[src/rtl/text_scroll_ctrl.sv]
// ---------------------------------------------------------------------------
// text_scroll_ctrl
//   Scrolling-message scheduler for a 7-segment character table. The table
//   maps an index to a pattern and has a registered latency of one cycle.
//   One table instance is shared across all digits. Each frame issues one
//   lookup per cycle and collects the patterns into a shadow frame. The
//   whole frame is then committed atomically to seg_out. The scroll offset
//   advances once every TICK_DIV enabled clocks.
//
//   The message is viewed as a virtual sequence of L = len + NUM_DIGITS
//   positions, where len = min(msg_len, MSG_DEPTH). Positions at or beyond
//   len map to index 0 (blank). Digit d shows position (offset + d) mod L.
//
// Ports
//   clk, rst_n   clock; synchronous active-low reset
//   en           scroll enable (its rising edge also requests a frame)
//   restart      pulse: offset and tick counter cleared, new frame at once
//   wr_en/wr_addr/wr_data   message buffer write port
//   msg_len      active message length (clamped to MSG_DEPTH)
//   dir          (TEXT_SCROLL_DIR_EN only) 0 = scroll left, 1 = scroll right
//   tbl_index    registered lookup index to the character table
//   tbl_text     table pattern, valid one cycle after tbl_index
//   seg_out      committed frame; digit d at [7d+6:7d]; active-low segments
//   busy         frame fetch in progress
//   frame_done   one-cycle pulse when seg_out updates
//
// Build option: define TEXT_SCROLL_DIR_EN to add the dir input.
// ---------------------------------------------------------------------------
module text_scroll_ctrl #(
  parameter int NUM_DIGITS = 8,
  parameter int MSG_DEPTH  = 32,
  parameter int TICK_DIV   = 25000000
) (
  input  logic                           clk,
  input  logic                           rst_n,
  input  logic                           en,
  input  logic                           restart,
  input  logic                           wr_en,
  input  logic [$clog2(MSG_DEPTH)-1:0]   wr_addr,
  input  logic [6:0]                     wr_data,
  input  logic [$clog2(MSG_DEPTH):0]     msg_len,
`ifdef TEXT_SCROLL_DIR_EN
  input  logic                           dir,
`endif
  output logic [6:0]                     tbl_index,
  input  logic [6:0]                     tbl_text,
  output logic [7*NUM_DIGITS-1:0]        seg_out,
  output logic                           busy,
  output logic                           frame_done
);

  localparam int AW = $clog2(MSG_DEPTH);
  localparam int PW = $clog2(MSG_DEPTH + NUM_DIGITS + 1);  // holds L itself
  localparam int TW = $clog2(TICK_DIV);
  localparam int CW = $clog2(NUM_DIGITS + 1);

  localparam logic [1:0] S_IDLE   = 2'd0;
  localparam logic [1:0] S_FETCH  = 2'd1;
  localparam logic [1:0] S_DRAIN  = 2'd2;
  localparam logic [1:0] S_COMMIT = 2'd3;

  logic [6:0]              msg_mem [MSG_DEPTH];
  logic [1:0]              state;
  logic [CW-1:0]           dig_cnt;   // FETCH: digits issued; DRAIN: cycles spent
  logic [CW-1:0]           cap_ptr;   // next shadow slot to capture
  logic                    iss_v;     // a lookup was issued on the last edge
  logic                    cap_v;     // tbl_text currently holds a frame pattern
  logic [PW-1:0]           offset;
  logic [PW-1:0]           pos;       // wrapping position pointer for the frame
  logic [PW-1:0]           vlen_r;    // L sampled at frame start
  logic [AW:0]             len_r;     // len sampled at frame start
  logic [TW-1:0]           tick_cnt;
  logic                    pending;
  logic                    en_q;
  logic [7*NUM_DIGITS-1:0] shadow;

  logic [AW:0]   len_now;
  logic [PW-1:0] vlen_now;
  logic          tick;
  logic          trigger;
  logic          start;
  logic [PW-1:0] off_step;
  logic [PW-1:0] off_start;
  logic [PW-1:0] fetch_pos;
  logic [AW:0]   fetch_len;
  logic [PW-1:0] fetch_vlen;
  logic [6:0]    fetch_char;
  logic [PW-1:0] next_pos;

  // NOTE: message storage has no reset so it can map onto plain RAM; its
  // contents are only meaningful once written.
  always_ff @(posedge clk) begin
    if (wr_en) msg_mem[wr_addr] <= wr_data;
  end

  // NOTE: every signal driven here gets a default first, so no path through
  // the block leaves a value unassigned and no latch is inferred.
  always_comb begin
    len_now    = '0;
    vlen_now   = '0;
    tick       = 1'b0;
    trigger    = 1'b0;
    start      = 1'b0;
    off_step   = '0;
    off_start  = '0;
    fetch_pos  = '0;
    fetch_len  = '0;
    fetch_vlen = '0;
    fetch_char = '0;
    next_pos   = '0;

    len_now  = (msg_len > (AW+1)'(MSG_DEPTH)) ? (AW+1)'(MSG_DEPTH) : msg_len;
    vlen_now = PW'(len_now) + PW'(NUM_DIGITS);
    tick     = en && (tick_cnt == TW'(TICK_DIV - 1));
    // New frames need en; restart always starts one.
    trigger  = (state == S_IDLE) && en && (tick || pending || !en_q);
    start    = restart || trigger;

`ifdef TEXT_SCROLL_DIR_EN
    if (dir)
      off_step = (offset == '0 || offset >= vlen_now) ? vlen_now - PW'(1)
                                                      : offset - PW'(1);
    else
      off_step = (offset >= vlen_now - PW'(1)) ? '0 : offset + PW'(1);
`else
    off_step = (offset >= vlen_now - PW'(1)) ? '0 : offset + PW'(1);
`endif

    // The offset moves before the frame for that tick is fetched.
    if (restart)               off_start = '0;
    else if (tick || pending)  off_start = off_step;
    else                       off_start = offset;

    // At frame start the pointer begins at the new offset and uses the live
    // length. Later in the frame it uses the lengths latched at the start.
    if (start) begin
      fetch_pos  = (off_start >= vlen_now) ? '0 : off_start;
      fetch_len  = len_now;
      fetch_vlen = vlen_now;
    end else begin
      fetch_pos  = pos;
      fetch_len  = len_r;
      fetch_vlen = vlen_r;
    end
    fetch_char = (fetch_pos < PW'(fetch_len)) ? msg_mem[fetch_pos[AW-1:0]] : 7'd0;
    next_pos   = (fetch_pos >= fetch_vlen - PW'(1)) ? '0 : fetch_pos + PW'(1);
  end

  // NOTE: all state below uses non-blocking assignments, so every read in
  // this block sees the pre-edge value no matter the statement order.
  always_ff @(posedge clk) begin
    if (!rst_n) begin
      state      <= S_IDLE;
      dig_cnt    <= '0;
      cap_ptr    <= '0;
      iss_v      <= 1'b0;
      cap_v      <= 1'b0;
      offset     <= '0;
      pos        <= '0;
      vlen_r     <= '0;
      len_r      <= '0;
      tick_cnt   <= '0;
      pending    <= 1'b0;
      en_q       <= 1'b0;
      shadow     <= '1;
      seg_out    <= '1;
      tbl_index  <= '0;
      busy       <= 1'b0;
      frame_done <= 1'b0;
    end else begin
      frame_done <= 1'b0;
      en_q       <= en;
      iss_v      <= 1'b0;
      cap_v      <= iss_v;

      if (restart || !en || tick) tick_cnt <= '0;
      else                        tick_cnt <= tick_cnt + TW'(1);

      // At most one tick waits while a frame is in flight.
      if (restart)                       pending <= 1'b0;
      else if (trigger)                  pending <= pending && tick;
      else if (!en)                      pending <= 1'b0;
      else if (tick)                     pending <= 1'b1;

      // Pattern for the lookup issued two edges ago.
      if (cap_v) begin
        shadow[7*cap_ptr +: 7] <= tbl_text;
        cap_ptr                <= cap_ptr + CW'(1);
      end

      if (start) begin
        offset    <= off_start;
        len_r     <= len_now;
        vlen_r    <= vlen_now;
        tbl_index <= fetch_char;
        pos       <= next_pos;
        iss_v     <= 1'b1;
        dig_cnt   <= CW'(1);
        cap_ptr   <= '0;
        busy      <= 1'b1;
        state     <= S_FETCH;
        if (restart) begin
          // Abort: drop in-flight captures; seg_out keeps the last frame.
          cap_v  <= 1'b0;
          shadow <= '1;
        end
      end else begin
        case (state)
          S_FETCH: begin
            tbl_index <= fetch_char;
            pos       <= next_pos;
            iss_v     <= 1'b1;
            dig_cnt   <= dig_cnt + CW'(1);
            if (dig_cnt == CW'(NUM_DIGITS - 1)) begin
              dig_cnt <= '0;
              state   <= S_DRAIN;
            end
          end
          S_DRAIN: begin
            if (dig_cnt == '0) dig_cnt <= CW'(1);
            else               state   <= S_COMMIT;
          end
          S_COMMIT: begin
            seg_out    <= shadow;
            frame_done <= 1'b1;
            busy       <= 1'b0;
            state      <= S_IDLE;
          end
          default: state <= S_IDLE;
        endcase
      end
    end
  end

endmodule

[config.mk]
export PLATFORM = sky130hd
export DESIGN_NAME = text_scroll_ctrl
export DESIGN_NICKNAME = d
export VERILOG_FILES = /design/src/rtl/text_scroll_ctrl.sv
export SDC_FILE = /design/constraint.sdc
export NUM_CORES = 1
export LEC_CHECK = 0
export ABC_AREA = 1
export ABC_CLOCK_PERIOD_IN_PS = 6700
export CAP_MARGIN = 20
export CORE_UTILIZATION = 25
export CTS_CLUSTER_DIAMETER = 200
export DETAILED_ROUTE_END_ITERATION = 6
export SETUP_SLACK_MARGIN = 0.05
export SYNTH_ARGS = -nofsm -noshare
export SYNTH_HDL_FRONTEND = slang
export SYNTH_SLANG_ARGS = --single-unit
[constraint.sdc]
create_clock -name clk -period 6.7 [get_ports clk]
set_clock_uncertainty 0.2 [all_clocks]
set_input_delay 1.34 -clock clk [delete_from_list [all_inputs] [get_ports clk]]
set_output_delay 1.34 -clock clk [all_outputs]
set_load 0.05 [all_outputs]
### Yosys cells after proc, flatten, opt, wreduce, memory -nomap -nowiden

Memories as Yosys holds them, arrays and structs flattened.
Index checks and enable logic that the tools add are counted.

* bits in registers: 184
* memory bits (writable): 224
* input bits: 30
* output and inout bits: 65
* logic and storage cells: 114
* memories kept: 1

* add/subtract/negate cells: 9
* $mul: 1
* $lt $le $gt $ge: 5
* eq/ne operators: 12
* shift-type cells: 2
* multiplexer cells: 38
* bitwise operators: 2
* reductions and logical operators: 25

Memory list
* msg_mem: words 32, bits a word 7, read ports 1, clocked after memory_dff 0, wr ports 1, RTL line 62 `logic [6:0] msg_mem [MSG_DEPTH];`

Operators by type and width (count)
* 2-to-1 mux 56 bit: 3
* 2-to-1 mux 6 bit: 11
* bitwise mux 56 bit: 1
* variable shift 7 x 34 -> 56 bit (first input constant): 1
* indexed part select 7 x 34 -> 56 bit: 1
* negator 7 -> 34 bit: 1
* adder 25 x 1 -> 25 bit (second input constant): 1
* equality test 25 bit (second input constant): 1
* 2-to-1 mux 7 bit: 3
* >= comparator 6 bit: 3
* 2-to-1 mux 1 bit: 14
* adder 6 x 1 -> 6 bit (second input constant): 2
* subtractor 6 x 1 -> 6 bit (second input constant): 2
* AND reduction 2 bit: 5
* != test 3 bit (second input constant): 3
* adder 4 x 1 -> 4 bit (second input constant): 2
* 2-to-1 mux 4 bit: 2
* one-hot mux 4 bit (2 select lines): 1
* multiplier 3 x 4 -> 7 bit (first input constant): 1
* adder 6 x 4 -> 6 bit (second input constant): 1
* greater-than comparator 6 bit (second input constant): 1
* < comparator 6 bit: 1
* != test 2 bit (second input constant): 3
* nonzero test 2 bit: 3
* other kinds (14): 27

### Longest topological paths before layout

Gate-level depths: netlist of run 1.

* depth in word-level cells: 15
* mapped depth: 39
* gate-level depth less buffers: 37

### Worst setup path before layout of run 1

Ideal clock, no wire load.

* path kind: input to register
* from: in msg_len[5]
* to: reg pos[3]
* setup time: 71 ps
* arrival: 5917 ps
* required time: 6429 ps
* path slack: 512 ps
* stages: 36
* buffers on the path: 3
* cells stage by stage: clkbuf_1 nand2_1 nand2_1 ha_1 nand3_1 xor2_1 ha_1 nand2_1 o21a_1 nand2_1 a21oi_1 inv_1 nor2_1 ha_1 nand2_1 nor2_1 o21ai_0 o211ai_1 nor2_1 nand3_4 nand2_2 buf_4 buf_2 inv_2 ha_1 inv_1 a21boi_0 o21a_1 o21a_1 o21ai_0 nand2_1 a21oi_1 nand2_1 inv_1 nand3_1 a21oi_1

* word-level cells in the longest chain between the ends: 15
* elaborated cells on any way between the ends: 18
* those cells by class: 4 x add/sub; 4 x order compare; 10 x mux

RTL lines
* from (decl): RTL line 41 `input logic [$clog2(MSG_DEPTH):0] msg_len,`
* greater-than comparator 6 bit: RTL line 112 `len_now = (msg_len > (AW+1)'(MSG_DEPTH)) ? (AW+1)'(MSG_DEPTH) : msg_len;`
* 2-to-1 mux 6 bit (*): RTL line 112
* adder 6 x 4 -> 6 bit (*): RTL line 113 `vlen_now = PW'(len_now) + PW'(NUM_DIGITS);`
* subtractor 6 x 1 -> 6 bit (*): RTL line 126 `off_step = (offset >= vlen_now - PW'(1)) ? '0 : offset + PW'(1);`
* >= comparator 6 bit (*): RTL line 126
* 2-to-1 mux 6 bit (*): RTL line 126
* 2-to-1 mux 6 bit (*): RTL line 131 `else if (tick || pending) off_start = off_step;`
* 2-to-1 mux 6 bit (*): RTL line 130 `if (restart) off_start = '0;`
* via off_start[4]: RTL line 83 `logic [PW-1:0] off_start;`
* >= comparator 6 bit: RTL line 137 `fetch_pos = (off_start >= vlen_now) ? '0 : off_start;`
* 2-to-1 mux 6 bit (*): RTL line 137
* 2-to-1 mux 6 bit (*): RTL line 136 `if (start) begin`
* adder 6 x 1 -> 6 bit or >= comparator 6 bit (tied branches): RTL line 146 `next_pos = (fetch_pos >= fetch_vlen - PW'(1)) ? '0 : fetch_pos + PW'(1);`
* 2-to-1 mux 6 bit (*): RTL line 146
* 2-to-1 mux 6 bit: RTL line 208 `case (state)`
* 2-to-1 mux 6 bit (*): RTL line 191 `if (start) begin`
* to (signal assigned): RTL line 196 `pos <= next_pos;`
* to (signal assigned): RTL line 211 `pos <= next_pos;`
* to (decl): RTL line 69 `logic [PW-1:0] pos;`

Mark *: on every way through the listed nets, which the timed path passes. The rest lies on a longest branch. The select of a mux whose other input is x is not followed.
A chain may end at the register's enable or synchronous reset.

### Worst setup path in the final report of run 1

* from: in msg_len[0]
* to: reg pos[3]

The elaborated chain is that of the path after synthesis.

==> results.py, run 1 <==
metrics = {
    "drt": {
        "initialDrtViolationCount": 1319,
        "postRouteAntennaNets": 0,
        "vias": 13600,
        "first_pass_iters": 7,
        "drc": 0,
        "drt_wl_total_mm": 45.9,
        "wl_per_cell_um": 15.6,
        "routed_via_density": 4.63,
    },
    "min_path": {
        "hold_depth": 1,
        "worstHoldStart": "tick_cnt[0]",
        "worst_hold_path.endpoint": "tick_cnt[0]",
        "hold_path.class": "flip-flop to flip-flop",
    },
    "power": {
        "p_leak_nw": 7.95,
        "ir_worst_vdd_mv": 0.150,
        "powerDensity_nw_per_um2": 266,
        "finalPower_mw": 5.56,
    },
    "global_route": {
        "grt_pass1_wl_mm": 72.7,
        "overflow": 0,
        "grt.total_usage_pct": 12.8,
        "grt_pass1_vias": 13300,
        "antenna_found_initial": 0,
        "grt_start_max_net_pins": 108,
    },
    "placement": {
        "hpwlAfterDp_mm": 29.9,
        "port_buffers": 94,
        "routabilityCongestion": 0.862,
        "place_inst": 2864,
        "placedInstanceArea_um2": 19400,
    },
    "setup_path": {
        "path_buf_inv": 7,
        "cp_slowest_cell": "clkdlybuf4s50_1",
        "cp_slowest_stage_delay_ps": 440,
        "worst-setup-path-type": "input pin to flip-flop",
        "crit_family": "simple AND/OR/NAND/NOR gates",
        "r2r_slack_ps": 1750,
        "end_kind": "flip-flop",
        "crit_path_frequent_cell": "nand2_1",
        "required_ps": 6970,
        "r2r_start": "tick_cnt[0]",
        "r2r-end": "pos[3]",
        "path_max_fanout": 5,
        "crit_arrival_ps": 6460,
        "start_kind": "input pin",
        "reg2reg_depth": 33,
    },
    "synthesis": {
        "synthMuxAreaShare_pct": 0,
        "synth_top_family_by_area": "simple AND/OR/NAND/NOR gates",
        "syn_area_um2": 17500,
        "synthAdderAreaFrac_pct": 2.86,
        "ys_seq_area_share_pct": 59.5,
        "ys_async_sr_fraction_pct": 0,
        "synth.area.top_cells": "edfxtp_1, dfxtp_1, nand3_1",
        "synthSimpleGateAreaFrac_pct": 25.7,
        "yosysMostFrequentCell": "nand2_1",
        "ys_types": 39,
        "synth_common_cells": "nand2_1, nand3_1, edfxtp_1, dfxtp_1, inv_1",
        "syn_avg_cell_area_um2": 9.20,
        "synth.top_cell.area_share_pct": 38.4,
        "synth.yosys.warnings": 0,
        "synth_ff_type": "edfxtp_1",
        "synth_edf_count": 224,
        "ys_seq_elements": 408,
        "synth_top_area_cell": "edfxtp_1",
        "synth_compound_area_share_pct": 5.20,
        "synth_xor_area_share_pct": 0.851,
        "netlist_instances": 1902,
        "syn-num-nets": 1972,
    },
    "clock_tree": {
        "clkTransAtPathRegs_ps": 60,
        "root_buffer": "clkbuf_16",
        "cts_tree": "built",
        "holdBufCountCts": 0,
        "cts_setup_buffers": 0,
        "h-tree-depth": 2,
        "cts_sinks": 408,
        "clockBufferDepth": 3,
        "clk-insertion-delay-late_ps": 550,
        "numCtsBuffers": 41,
    },
    "finish": {
        "stdcell_count": 2939,
        "syn_to_final_growth_pct": 19.6,
        "insertedDiodeCount": 0,
        "final_area_um2": 20900,
        "final_nets": 2047,
        "layout-drive-gt1-share_pct": 6.18,
    },
    "sta": {
        "worst_pin_slew_ps": 924,
        "rsz0062_at_grt": "false",
        "period_needed_ps": 6190,
        "fmaxAchievable_mhz": 161,
        "tns_ps": 0,
        "holdWs_ps": 252,
        "period_share_pct": 92.4,
        "slew_viol_final": 0,
        "slew_headroom_pct": 38.2,
        "setup_violations": 0,
        "hold_viol_final": 0,
    },
    "die": {
        "fp.dieArea_um2": 71100,
        "rows": 96,
        "die_h_um": 267,
        "core_um2": 68900,
        "start_util_pct": 25.4,
        "die_w_um": 267,
        "ioPinCount": 95,
    },
    "run": {
        "maxCapViolations": 0,
    },
    "status": {
        "status": "finished clean",
    },
}
==> per-layer routing <==
layer / vias up / track usage (%) / part of all wire [%]
met2: 419 / 19.9 / 45
met5: - / 0 / 0
met3: 63 / 2.33 / 7.0
li1: 6614 / - / -
met4: 0 / 2.87 / 1.7
met1: 6510 / 18.2 / 47
==> state kept, by name, indices dropped and copies added, names as in the netlist, 2 cells and up <==
register and cells:
state 2, tick_cnt 25, dig_cnt 4, vlen_r 6
offset 6, seg_out 56, len_r 6, tbl_index 7
shadow 56, pos 6, cap_ptr 4, msg_mem 224
==> cell usage in the layout, fill, tap and decap left out, types with 3 or more instances in the layout <==
cell,n
a21oi_1,60
buf_12,3
buf_4,29
bufinv_16,3
clkbuf_1,6
clkbuf_16,48
clkbuf_8,6
clkdlybuf4s50_1,93
clkinv_1,6
dfxtp_1,184
edfxtp_1,224
ha_1,40
inv_1,147
inv_2,7
nand2_1,432
nand2_2,6
nand3_1,414
nand3b_1,11
nand4_1,8
nor2_1,120
nor2_2,6
nor3_1,15
o211ai_1,3
o21a_1,5
o21ai_0,56
o21ai_1,7
o22ai_1,22
o31ai_1,4
xnor2_1,5
xor2_1,12
==> power by group <==
group	switching (mW)	internal (mW)	leakage (nW)
Clock	0.973	1.47	0.709
Combinational	0.296	0.131	3.73
Sequential	0.0184	2.67	3.51
Total	1.29	4.27	7.95
==> worst max path at each step <==
stage | from | endpoint | cells past startpoint
2_1_floorplan | msg_len[5] | pos[3] | 36
3_3_place_gp | msg_len[0] | pos[3] | 38
3_5_place_dp | msg_len[0] | pos[3] | 38
4_1_cts | msg_len[0] | pos[3] | 38
5_1_grt | msg_len[0] | pos[3] | 37
6_report | msg_len[0] | pos[3] | 38
==> layout make-up <==
class / count / area, um^2
Sequential cell: 408 / 10400
Multi-Input combinational cell: 1244 / 6090
Timing Repair Buffer: 127 / 1230
Clock buffer: 60 / 1310
Fill cell: 7237 / 48000
Inverter: 155 / 582
Tap cell: 931 / 1160
Clock inverter: 14 / 146
==> per-stage QoR <==
step           worst slack, ps  utilization, %
6_report                   508            30.4
3_3_place_gp              97.1            28.2
3_5_place_dp              -122            28.2
2_1_floorplan              512               -
5_1_grt                   49.2            30.4
4_1_cts                    421            30.3
==> kinds of logic after synthesis <==
family,Yosys count
simple gates,1023
flops,408
buf+inv,250
compound gates,164
fa+ha+maj,40
xor+xnor,17
==> repair_timing <==
action                     in CTS  in global routing
gates resized for setup         0                  5
setup endpoints to repair       0                  6
hold endpoints to repair        0                  0
(Power assumes the default switching activity.)
==> run 2, diff against run 1 <==
--- a/config.mk
+++ b/config.mk
@@ -6,7 +6,7 @@
 export NUM_CORES = 1
 export LEC_CHECK = 0
 export ABC_AREA = 1
-export ABC_CLOCK_PERIOD_IN_PS = 6700
+export ABC_CLOCK_PERIOD_IN_PS = 7700
 export CAP_MARGIN = 20
 export CORE_UTILIZATION = 25
 export CTS_CLUSTER_DIAMETER = 200
==> constraint.sdc (replaced) <==
create_clock -name clk -period 7.7 [get_ports clk]
set_clock_uncertainty 0.2 [all_clocks]
set_input_delay 1.54 -clock clk [delete_from_list [all_inputs] [get_ports clk]]
set_output_delay 1.54 -clock clk [all_outputs]
set_load 0.05 [all_outputs]
==> results.py, run 2 (same netlist as run 1, synthesis figures left out) <==
metrics = {
    "global_route": {
        "antenna_found_initial": 1,
        "overflow": 0,
        "met2_usage_pct": 19.5,
        "grt_start_max_net_pins": 121,
        "grt_pass1_vias": 13200,
        "grtUsageMet3_pct": 2.50,
        "use_met1_pct": 17.9,
        "grt.busiest_layer": "met2",
        "grt_pass1_wl_mm": 72.0,
        "grt.total_usage_pct": 12.6,
    },
    "drt": {
        "initialDrtViolationCount": 1236,
        "vias": 13500,
        "wl_per_cell_um": 15.5,
        "routed_via_density": 4.62,
        "postRouteAntennaNets": 0,
        "first_pass_iters": 5,
        "drt_wl_total_mm": 45.4,
        "drc": 0,
    },
    "power": {
        "p_leak_nw": 7.84,
        "powerDensity_nw_per_um2": 226,
        "swShare_pct": 23.6,
        "ir_worst_vdd_mv": 0.136,
        "pwr-share-clk_pct": 42.0,
        "p_switching_mw": 1.10,
        "seqPwrFrac_pct": 50.1,
        "intPower_mw": 3.58,
        "p_comb_share_pct": 7.9,
    },
    "placement": {
        "dp_slack_ps": 315,
        "hpwlAfterDp_mm": 29.8,
        "place_inst": 2854,
        "routabilityCongestion": 0.886,
        "port_buffers": 94,
    },
    "setup_path": {
        "r2r_start": "tick_cnt[0]",
        "r2r_slack_ps": 2580,
        "crit_start": "msg_len[1]",
        "required_ps": 7970,
        "start_kind": "input pin",
        "crit_path_frequent_cell": "nand2_1",
        "r2r-end": "pos[3]",
        "cp_slowest_stage_delay_ps": 450,
        "worst-setup-path-type": "input pin to flip-flop",
        "path_max_fanout": 12,
        "crit_arrival_ps": 7260,
        "end_kind": "flip-flop",
        "cp_slowest_cell": "clkdlybuf4s50_1",
        "reg2reg_depth": 33,
        "crit_end": "pos[3]",
    },
    "die": {
        "core_um2": 68900,
        "rows": 96,
        "die_h_um": 267,
        "ioPinCount": 95,
        "die_w_um": 267,
        "fp.dieArea_um2": 71100,
        "start_util_pct": 25.4,
    },
    "min_path": {
        "hold_path.class": "flip-flop to flip-flop",
        "worstHoldStart": "tick_cnt[0]",
    },
    "finish": {
        "stdcell_count": 2930,
        "final_nets": 2039,
        "layout-drive-gt1-share_pct": 5.15,
        "layout_common_cells": "nand2_1, nand3_1, edfxtp_1",
        "largest_reg_flops": 224,
        "syn_to_final_growth_pct": 18.4,
        "largest-register": "msg_mem",
        "fillers": 7163,
        "layout_commonest_cell": "nand2_1",
        "insertedDiodeCount": 0,
        "reg_top3": "msg_mem (224), seg_out (56), shadow (56)",
    },
    "sta": {
        "tns_ps": 0,
        "period_needed_ps": 6990,
        "period_share_pct": 90.7,
        "slew_headroom_pct": 44.9,
        "rsz0062_at_grt": "false",
        "setup_violations": 0,
        "holdWs_ps": 240,
        "fmaxAchievable_mhz": 143,
        "hold_viol_final": 0,
        "worst_pin_slew_ps": 826,
        "fin_ws_ps": 712,
        "slew_viol_final": 0,
    },
    "clock_tree": {
        "cts_resized": 0,
        "clockBufferDepth": 3,
        "clk-insertion-delay-late_ps": 540,
        "root_buffer": "clkbuf_16",
        "h-tree-depth": 2,
        "clkTransAtPathRegs_ps": 60,
        "numCtsBuffers": 42,
        "cts_setup_buffers": 0,
        "cts_tree": "built",
        "cts_sinks": 408,
        "holdBufCountCts": 0,
    },
    "run": {
        "maxCapViolations": 0,
    },
    "status": {
        "status": "finished clean",
    },
}
## run 2: per-stage QoR
step	utilization (%)	power (mW)	cell area, um^2
6_report	30.0	4.68	20700
5_1_grt	30.0	4.85	20700
4_1_cts	30.0	4.72	20700
3_5_place_dp	28.1	2.76	19400
3_3_place_gp	28.1	2.75	19400
2_1_floorplan	-	2.62	17500
## run 2: power by group through the flow
stage	Combinational, mW	Sequential [mW]	Clock (mW)
6_report	0.370	2.34	1.97
5_1_grt	0.410	2.34	2.09
4_1_cts	0.369	2.34	2.01
3_5_place_dp	0.368	2.39	0
3_3_place_gp	0.360	2.39	0
2_1_floorplan	0.210	2.41	0
## run 2: worst min-delay path by stage
stage | endpoint | slack, ps | cells past startpoint
CTS | tick_cnt[0] | 240 | 1
detailed placement | tick_cnt[0] | 230 | 1
global placement | tick_cnt[0] | 230 | 1
finish | tick_cnt[0] | 240 | 1
floorplan | cap_v | 200 | 2
global route | tick_cnt[0] | 260 | 1
## run 2: per-layer routing
metal	share of wire, %	vias to the layer above	wire length, um
li1	-	6604	-
met5	0.018	-	8
met2	44	411	20100
met4	1.6	2	743
met3	6.7	63	3030
met1	48	6450	21600
## run 2: area by class of cell
type / instances / area, um^2 / share of cell area, %
Sequential cell: 408 / 10400 / 50.3
Tap cell: 931 / 1160 / 5.62
Multi-Input combinational cell: 1244 / 6080 / 29.3
Inverter: 155 / 582 / 2.81
Timing Repair Buffer: 118 / 1160 / 5.61
Clock buffer: 64 / 1240 / 5.97
Clock inverter: 10 / 77.6 / 0.375
## run 2: critical path: cells and delay by family
| family | cells | cell delay (ps) |
|---|---|---|
| fa+ha+maj | 3 | 810 |
| buf+inv | 7 | 1230 |
| xor+xnor | 1 | 190 |
| simple gates | 16 | 1780 |
| compound gates | 11 | 1690 |
